[config.mk]
export PLATFORM = sky130hd
export DESIGN_NAME = pcpi_muldiv
export DESIGN_NICKNAME = d
export VERILOG_FILES = /design/src/rtl/pcpi_muldiv_pkg.sv /design/src/rtl/pcpi_div_iter.sv /design/src/rtl/pcpi_muldiv.sv
export SDC_FILE = /design/constraint.sdc
export NUM_CORES = 2
export LEC_CHECK = 0
export ABC_AREA = 1
export CORE_MARGIN = 3
export CORE_UTILIZATION = 58
export CTS_BUF_LIST = sky130_fd_sc_hd__clkbuf_8
export CTS_CLUSTER_DIAMETER = 60
export DETAILED_ROUTE_END_ITERATION = 6
export GPL_TIMING_DRIVEN = 0
export PLACE_DENSITY = 0.86
export SKIP_LAST_GASP = 1
export SYNTH_ARGS = -nofsm -noshare
export SYNTH_HDL_FRONTEND = slang
export SYNTH_SLANG_ARGS = --single-unit
[constraint.sdc]
create_clock -name clk -period 8.2 [get_ports clk]
set_clock_uncertainty 0.05 [all_clocks]
set_input_delay 1.23 -clock clk [delete_from_list [all_inputs] [get_ports clk]]
set_output_delay 1.23 -clock clk [all_outputs]
set_load 0.02 [all_outputs]
[src/rtl/pcpi_muldiv_pkg.sv]
// rtl/pcpi_muldiv_pkg.sv - shared encodings and decode helpers for the RV32M PCPI co-processor
package pcpi_muldiv_pkg;

  localparam logic [6:0] OPC_OP    = 7'b0110011;
  localparam logic [6:0] F7_MULDIV = 7'b0000001;

  typedef enum logic [2:0] {
    F3_MUL    = 3'd0,
    F3_MULH   = 3'd1,
    F3_MULHSU = 3'd2,
    F3_MULHU  = 3'd3,
    F3_DIV    = 3'd4,
    F3_DIVU   = 3'd5,
    F3_REM    = 3'd6,
    F3_REMU   = 3'd7
  } funct3_e;

  typedef enum logic [1:0] {
    ST_IDLE,
    ST_MUL,
    ST_DIV,
    ST_DONE
  } state_e;

  typedef enum logic [1:0] {
    DP_IDLE,
    DP_ITER,
    DP_FIX
  } div_phase_e;

  function automatic logic is_div(funct3_e f3);
    return f3 inside {F3_DIV, F3_DIVU, F3_REM, F3_REMU};
  endfunction

  // MUL low word is sign-agnostic, so it rides the unsigned path
  function automatic logic rs1_signed(funct3_e f3);
    return f3 inside {F3_MULH, F3_MULHSU, F3_DIV, F3_REM};
  endfunction

  function automatic logic rs2_signed(funct3_e f3);
    return f3 inside {F3_MULH, F3_DIV, F3_REM};
  endfunction

endpackage

[src/rtl/pcpi_div_iter.sv]
// rtl/pcpi_div_iter.sv - iterative restoring divider with special-case bypass and sign fixup
module pcpi_div_iter
  import pcpi_muldiv_pkg::*;
#(
  parameter int DIV_BITS = 1
) (
  input  logic        clk,
  input  logic        resetn,
  input  logic        start,
  input  logic        is_signed,
  input  logic [31:0] dividend,
  input  logic [31:0] divisor,
  output logic        done,
  output logic [31:0] quotient,
  output logic [31:0] remainder
);

  localparam int ITERS = 32 / DIV_BITS;

  div_phase_e  phase_q, phase_d;
  logic [5:0]  cnt_q, cnt_d;
  logic [31:0] rem_q, rem_d;
  logic [31:0] quo_q, quo_d;
  logic [31:0] dvs_q, dvs_d;
  logic        negq_q, negq_d;
  logic        negr_q, negr_d;

  logic [31:0] abs_dividend, abs_divisor;
  logic        special_zero, special_ovf;
  logic [32:0] step_r;
  logic [31:0] step_q;

  always_comb begin
    abs_dividend = (is_signed && dividend[31]) ? (~dividend + 32'd1) : dividend;
    abs_divisor  = (is_signed && divisor[31])  ? (~divisor + 32'd1)  : divisor;
    special_zero = (divisor == 32'd0);
    special_ovf  = is_signed && (dividend == 32'h8000_0000) && (divisor == 32'hFFFF_FFFF);
  end

  // quo_q doubles as the dividend shift register; quotient bits fill in from the bottom
  always_comb begin
    step_r = {1'b0, rem_q};
    step_q = quo_q;
    for (int i = 0; i < DIV_BITS; i++) begin
      step_r = {step_r[31:0], step_q[31]};
      step_q = {step_q[30:0], 1'b0};
      if (step_r >= {1'b0, dvs_q}) begin
        step_r    = step_r - {1'b0, dvs_q};
        step_q[0] = 1'b1;
      end
    end
  end

  always_comb begin
    phase_d = phase_q;
    cnt_d   = cnt_q;
    rem_d   = rem_q;
    quo_d   = quo_q;
    dvs_d   = dvs_q;
    negq_d  = negq_q;
    negr_d  = negr_q;
    unique case (phase_q)
      DP_IDLE: begin
        if (start) begin
          if (special_zero) begin
            quo_d   = 32'hFFFF_FFFF;
            rem_d   = dividend;
            negq_d  = 1'b0;
            negr_d  = 1'b0;
            phase_d = DP_FIX;
          end else if (special_ovf) begin
            quo_d   = 32'h8000_0000;
            rem_d   = 32'd0;
            negq_d  = 1'b0;
            negr_d  = 1'b0;
            phase_d = DP_FIX;
          end else begin
            quo_d   = abs_dividend;
            rem_d   = 32'd0;
            dvs_d   = abs_divisor;
            cnt_d   = 6'(ITERS);
            negq_d  = is_signed & (dividend[31] ^ divisor[31]);
            negr_d  = is_signed & dividend[31];
            phase_d = DP_ITER;
          end
        end
      end
      DP_ITER: begin
        rem_d = step_r[31:0];
        quo_d = step_q;
        cnt_d = cnt_q - 6'd1;
        if (cnt_q == 6'd1) begin
          phase_d = DP_FIX;
        end
      end
      DP_FIX: begin
        phase_d = DP_IDLE;
      end
      default: begin
        phase_d = DP_IDLE;
      end
    endcase
  end

  always_ff @(posedge clk or negedge resetn) begin
    if (!resetn) begin
      phase_q <= DP_IDLE;
    end else begin
      phase_q <= phase_d;
    end
  end

  always_ff @(posedge clk) begin
    cnt_q  <= cnt_d;
    rem_q  <= rem_d;
    quo_q  <= quo_d;
    dvs_q  <= dvs_d;
    negq_q <= negq_d;
    negr_q <= negr_d;
  end

  assign done      = (phase_q == DP_FIX);
  assign quotient  = negq_q ? (~quo_q + 32'd1) : quo_q;
  assign remainder = negr_q ? (~rem_q + 32'd1) : rem_q;

endmodule

[src/rtl/pcpi_muldiv.sv]
// rtl/pcpi_muldiv.sv - RV32M PCPI co-processor: pipelined 33x33 multiplier plus optional iterative divider
module pcpi_muldiv
  import pcpi_muldiv_pkg::*;
#(
  parameter int MUL_STAGES = 2,
  parameter int ENABLE_DIV = 1,
  parameter int DIV_BITS   = 1
) (
  input  logic        clk,
  input  logic        resetn,
  input  logic        pcpi_valid,
  input  logic [31:0] pcpi_insn,
  input  logic [31:0] pcpi_rs1,
  input  logic [31:0] pcpi_rs2,
  output logic        pcpi_wr,
  output logic [31:0] pcpi_rd,
  output logic        pcpi_wait,
  output logic        pcpi_ready
);

  funct3_e     insn_f3;
  logic        claim, accept;
  state_e      state_q, state_d;
  logic [2:0]  cnt_q, cnt_d;
  logic        ready_q, ready_d;
  logic        holdoff_q, holdoff_d;
  logic [31:0] rs1_q, rs1_d;
  logic [31:0] rs2_q, rs2_d;
  logic [31:0] rd_q, rd_d;
  funct3_e     f3_q, f3_d;

  logic [32:0] mul_a, mul_b;
  logic [63:0] mul_prod, mul_res;
  logic        div_start, div_done;
  logic [31:0] div_quo, div_rem;
  logic        unused_insn;

  assign insn_f3     = funct3_e'(pcpi_insn[14:12]);
  assign unused_insn = ^{pcpi_insn[24:15], pcpi_insn[11:7]};

  assign claim = pcpi_valid && (pcpi_insn[6:0] == OPC_OP) && (pcpi_insn[31:25] == F7_MULDIV)
                 && ((ENABLE_DIV != 0) || !is_div(insn_f3));
  // holdoff_q blocks a still-asserted pcpi_valid from re-issuing right after DONE
  assign accept = (state_q == ST_IDLE) && claim && !holdoff_q;

  assign mul_a    = {rs1_signed(f3_q) & rs1_q[31], rs1_q};
  assign mul_b    = {rs2_signed(f3_q) & rs2_q[31], rs2_q};
  assign mul_prod = {{31{mul_a[32]}}, mul_a} * {{31{mul_b[32]}}, mul_b};

  generate
    if (MUL_STAGES > 1) begin : g_mul_pipe
      logic [63:0] pipe_q [MUL_STAGES-1];
      logic [63:0] pipe_d [MUL_STAGES-1];
      always_comb begin
        pipe_d[0] = mul_prod;
        for (int i = 1; i < MUL_STAGES - 1; i++) begin
          pipe_d[i] = pipe_q[i-1];
        end
      end
      always_ff @(posedge clk) begin
        for (int i = 0; i < MUL_STAGES - 1; i++) begin
          pipe_q[i] <= pipe_d[i];
        end
      end
      assign mul_res = pipe_q[MUL_STAGES-2];
    end else begin : g_mul_comb
      assign mul_res = mul_prod;
    end
  endgenerate

  assign div_start = (state_q == ST_DIV) && (cnt_q == 3'd0);

  generate
    if (ENABLE_DIV != 0) begin : g_div
      pcpi_div_iter #(
        .DIV_BITS (DIV_BITS)
      ) u_div (
        .clk       (clk),
        .resetn    (resetn),
        .start     (div_start),
        .is_signed (rs1_signed(f3_q)),
        .dividend  (rs1_q),
        .divisor   (rs2_q),
        .done      (div_done),
        .quotient  (div_quo),
        .remainder (div_rem)
      );
    end else begin : g_no_div
      logic unused_div;
      assign unused_div = div_start;
      assign div_done   = 1'b0;
      assign div_quo    = 32'd0;
      assign div_rem    = 32'd0;
    end
  endgenerate

  always_comb begin
    state_d   = state_q;
    cnt_d     = cnt_q;
    ready_d   = 1'b0;
    holdoff_d = 1'b0;
    rs1_d     = rs1_q;
    rs2_d     = rs2_q;
    f3_d      = f3_q;
    rd_d      = rd_q;
    unique case (state_q)
      ST_IDLE: begin
        if (accept) begin
          state_d = is_div(insn_f3) ? ST_DIV : ST_MUL;
          cnt_d   = 3'd0;
          rs1_d   = pcpi_rs1;
          rs2_d   = pcpi_rs2;
          f3_d    = insn_f3;
        end
      end
      ST_MUL: begin
        cnt_d = cnt_q + 3'd1;
        if (cnt_q == 3'(MUL_STAGES - 1)) begin
          state_d = ST_DONE;
          ready_d = 1'b1;
          rd_d    = (f3_q == F3_MUL) ? mul_res[31:0] : mul_res[63:32];
        end
      end
      ST_DIV: begin
        cnt_d = 3'd1;
        if (div_done) begin
          state_d = ST_DONE;
          ready_d = 1'b1;
          rd_d    = (f3_q == F3_REM || f3_q == F3_REMU) ? div_rem : div_quo;
        end
      end
      ST_DONE: begin
        state_d   = ST_IDLE;
        holdoff_d = 1'b1;
      end
      default: begin
        state_d = ST_IDLE;
      end
    endcase
  end

  always_ff @(posedge clk or negedge resetn) begin
    if (!resetn) begin
      state_q   <= ST_IDLE;
      cnt_q     <= 3'd0;
      ready_q   <= 1'b0;
      holdoff_q <= 1'b0;
    end else begin
      state_q   <= state_d;
      cnt_q     <= cnt_d;
      ready_q   <= ready_d;
      holdoff_q <= holdoff_d;
    end
  end

  always_ff @(posedge clk) begin
    rs1_q <= rs1_d;
    rs2_q <= rs2_d;
    f3_q  <= f3_d;
    rd_q  <= rd_d;
  end

  // a core trap drops pcpi_valid; the finished result is then silently discarded
  assign pcpi_ready = ready_q & pcpi_valid;
  assign pcpi_wr    = pcpi_ready;
  assign pcpi_rd    = pcpi_ready ? rd_q : 32'd0;
  assign pcpi_wait  = resetn & claim & (state_q != ST_DONE);

endmodule

==> results_dict.tcl <==
set metrics [dict create \
    status "finished with violations" \
    violations "DRC, setup timing" \
    final_nets 9014 \
    clk_latency_ps 710 \
    drt-wirelength-per-cell_um 27.1 \
    htree_levels 2 \
    synth_area_leaders "fa_1 39%, inv_1 13%, nand2_1 12%" \
    fin_crit_sh 1.01 \
    ys_ff_latch 276 \
    cts_inserted_buffers 51 \
    worstPathRequired_ps 8750 \
    finalWorstSetupSlack_ps -88.4 \
    start_kind "flip-flop" \
    tightest_slew_ps 1240 \
    drc 4 \
    clk_pin_slew_ps 60 \
    dpl_cell_area_um2 60400 \
    wirelength_mm 240 \
    crit_arrival_ps 8840 \
    fin_area_um2 62500 \
    synthTopCellsByCount "1,944 x inv_1, 1,819 x nand2_1, 1,126 x fa_1" \
    netlist_area_um2 57500 \
    hold_class "flip-flop to flip-flop" \
    grt_usage 0.471 \
    syn_to_final_growth_pct 8.71 \
    power.total_uw 7130 \
    antenna_found_initial 17 \
    port_buffers 118 \
    syn-num-nets 8805 \
    synth_top_area_share 0.392 \
    ant_nets 0 \
    yosysSeqAreaShare 0.132 \
    gp_congestion 1.13 \
    grt.overflow.total 0 \
    final.min_clock_period_ps 8290 \
    synth.distinct_cells 64 \
    grt_pass1_wl_mm 347 \
    grt_pass1_vias 53200 \
    die_area_um2 103000 \
    async_flop_share 0.0326 \
    power_density_nw_per_um2 114 \
    stdcell_count 8857 \
    ctsLongestPathBuffers 3 \
    cts.root.buffer_cell "clkbuf_8" \
    vias 52900 \
    syn_area_per_cell_um2 7.86 \
    maxCapViolCount 0 \
    final_layout_size_suffix_gt1_frac 0.0749 \
    ys_warn_count 0 \
    crit_type "flip-flop to flip-flop" \
    leakage_uw 0.0333 \
    vias_per_cell 5.97 \
    grt_max_degree 35 \
    synth_top_cell_by_area "fa_1" \
    ioPinCount 134 \
    fp-row-count 114 \
    drtIter0Drc 7622 \
    synthCells 7319 \
    rsz0062_at_grt "true" \
    peakVddDrop_uv 197 \
    cts_sinks 276 \
    synth_edf_count 203 \
    finalSetupViolations 12 \
    start_util 0.589 \
    synth_ff_type "edfxtp_1" \
    cts_tree "done" \
    fillerInstances 8461 \
    final.setup.tns_ps -493 \
    crit_path_end_kind "flip-flop" \
    fp.dieH_um 321 \
    place_inst 8720 \
    hold_buffers 0 \
    max_freq_mhz 121 \
    drv_slew 0 \
    place_hpwl_mm 193 \
    relSlewSlack 0.170 \
    fp.dieW_um 321 \
    dr.pass1.iters 7 \
    hold_viol 0 \
    core_um2 97600 \
    cp_max_fo 10 \
    synth_most_common_cell "inv_1" \
]
==> worst paths after layout <==
kind                                             to  cells after the start                      from  slack, ps
setup / recovery           g_mul_pipe.pipe_q[0][41]                     24                 rs2_q[12]        -90
setup reg to reg           g_mul_pipe.pipe_q[0][41]                     24                 rs2_q[12]        -90
hold reg to reg                            rd_q[18]                      2  g_mul_pipe.pipe_q[0][18]        540
min in group asynchronous                 holdoff_q                      1                    resetn        820
hold / removal                             rd_q[18]                      2  g_mul_pipe.pipe_q[0][18]        540
max in group asynchronous                  cnt_q[0]                      1                    resetn       6910
==> critical path, cell delays in order, from the launching register on <==
cell and delay, ps:
edfxtp_1 350, buf_2 380, clkdlybuf4s18_2 700, nand2_1 190, fa_1 590, inv_1 70
fa_1 500, fa_1 610, fa_1 460, fa_1 550, inv_1 50, fa_1 470
fa_1 490, inv_1 60, fa_1 710, ha_1 560, nand2_1 130, nor2_1 210
inv_1 110, nor2_1 180, inv_1 110, nor2_1 200, nand4_1 120, nand3_1 120
xor2_1 230
==> registers in the layout (all words and copies together) (netlist names) <==
name	flops
g_div.u_div.phase_q	2
f3_q	3
g_div.u_div.quo_q	32
rs2_q	32
ready_q	1
g_div.u_div.negr_q	1
rs1_q	32
g_div.u_div.negq_q	1
rd_q	32
g_div.u_div.dvs_q	32
holdoff_q	1
g_div.u_div.rem_q	32
cnt_q	3
state_q	2
g_div.u_div.cnt_q	6
g_mul_pipe.pipe_q	64
==> timing repair <==
| action | in CTS | in global routing |
|---|---|---|
| setup endpoints to repair | 42 | 36 |
| pin swaps | 6 | 22 |
| setup buffers | 14 | 19 |
| cloned | 0 | 1 |
| resized for setup | 181 | 317 |
==> cells in the final DEF (no fill, tap or decap), types with 27 or more instances in the layout <==
master           instances
clkbuf_8                58
ha_1                   245
clkbuf_1                77
nor2_2                  30
xor2_1                  87
inv_1                 1950
dfxtp_1                 64
nor3_1                  47
o21ai_0                164
nand2_1               1808
clkdlybuf4s50_1        118
nand3_1                267
buf_4                   39
buf_2                   80
a21oi_1                162
clkbuf_4                30
nand3_2                 43
nand4_1                 88
nor2_1                 463
clkbuf_2                80
fa_1                  1104
edfxtp_1               203
inv_2                   27
==> logic make-up (layout without fill, tap and decap cells) <==
logic type	Yosys count	count (layout)	share of synthesized area
xor+xnor	111	111	0.0169
other cells	0	11	0
buf+inv	2296	2547	0.154
fa+ha+maj	1387	1387	0.449
flops	276	276	0.132
compound gates	425	425	0.0419
simple gates	2824	2824	0.206
==> per-layer routing <==
metal,part of all wire,global-route usage,vias up
met5,0.00081,0.0181,-
met4,0.094,0.335,16
met3,0.17,0.204,1215
met2,0.40,0.669,4495
met1,0.33,0.573,25400
li1,-,-,21800
==> stage by stage <==
stage	utilization	hold WS (ps)	setup slack, ps
after floorplan	-	405	211
after global placement	0.618	505	-2470
after detailed placement	0.619	514	-2300
after CTS	0.636	541	0.272
after global routing	0.640	563	-106
final	0.641	539	-88.4
==> power by group <==
group | switching, uW | internal [uW]
combinational | 2280 | 951
sequential | 422 | 2020
clock | 697 | 758
==> layout make-up <==
class	instances	area (um^2)	share of cell area
Timing Repair Buffer	159	1540	0.0246
Buffer	323	1830	0.0292
Sequential cell	276	7600	0.122
Antenna cell	11	27.5	0.000440
Clock inverter	37	292	0.00466
Multi-Input combinational cell	4747	41400	0.662
Clock buffer	58	798	0.0128
Inverter	1970	7420	0.119
Tap cell	1276	1600	0.0255
Power figures use the tool's default switching activity.
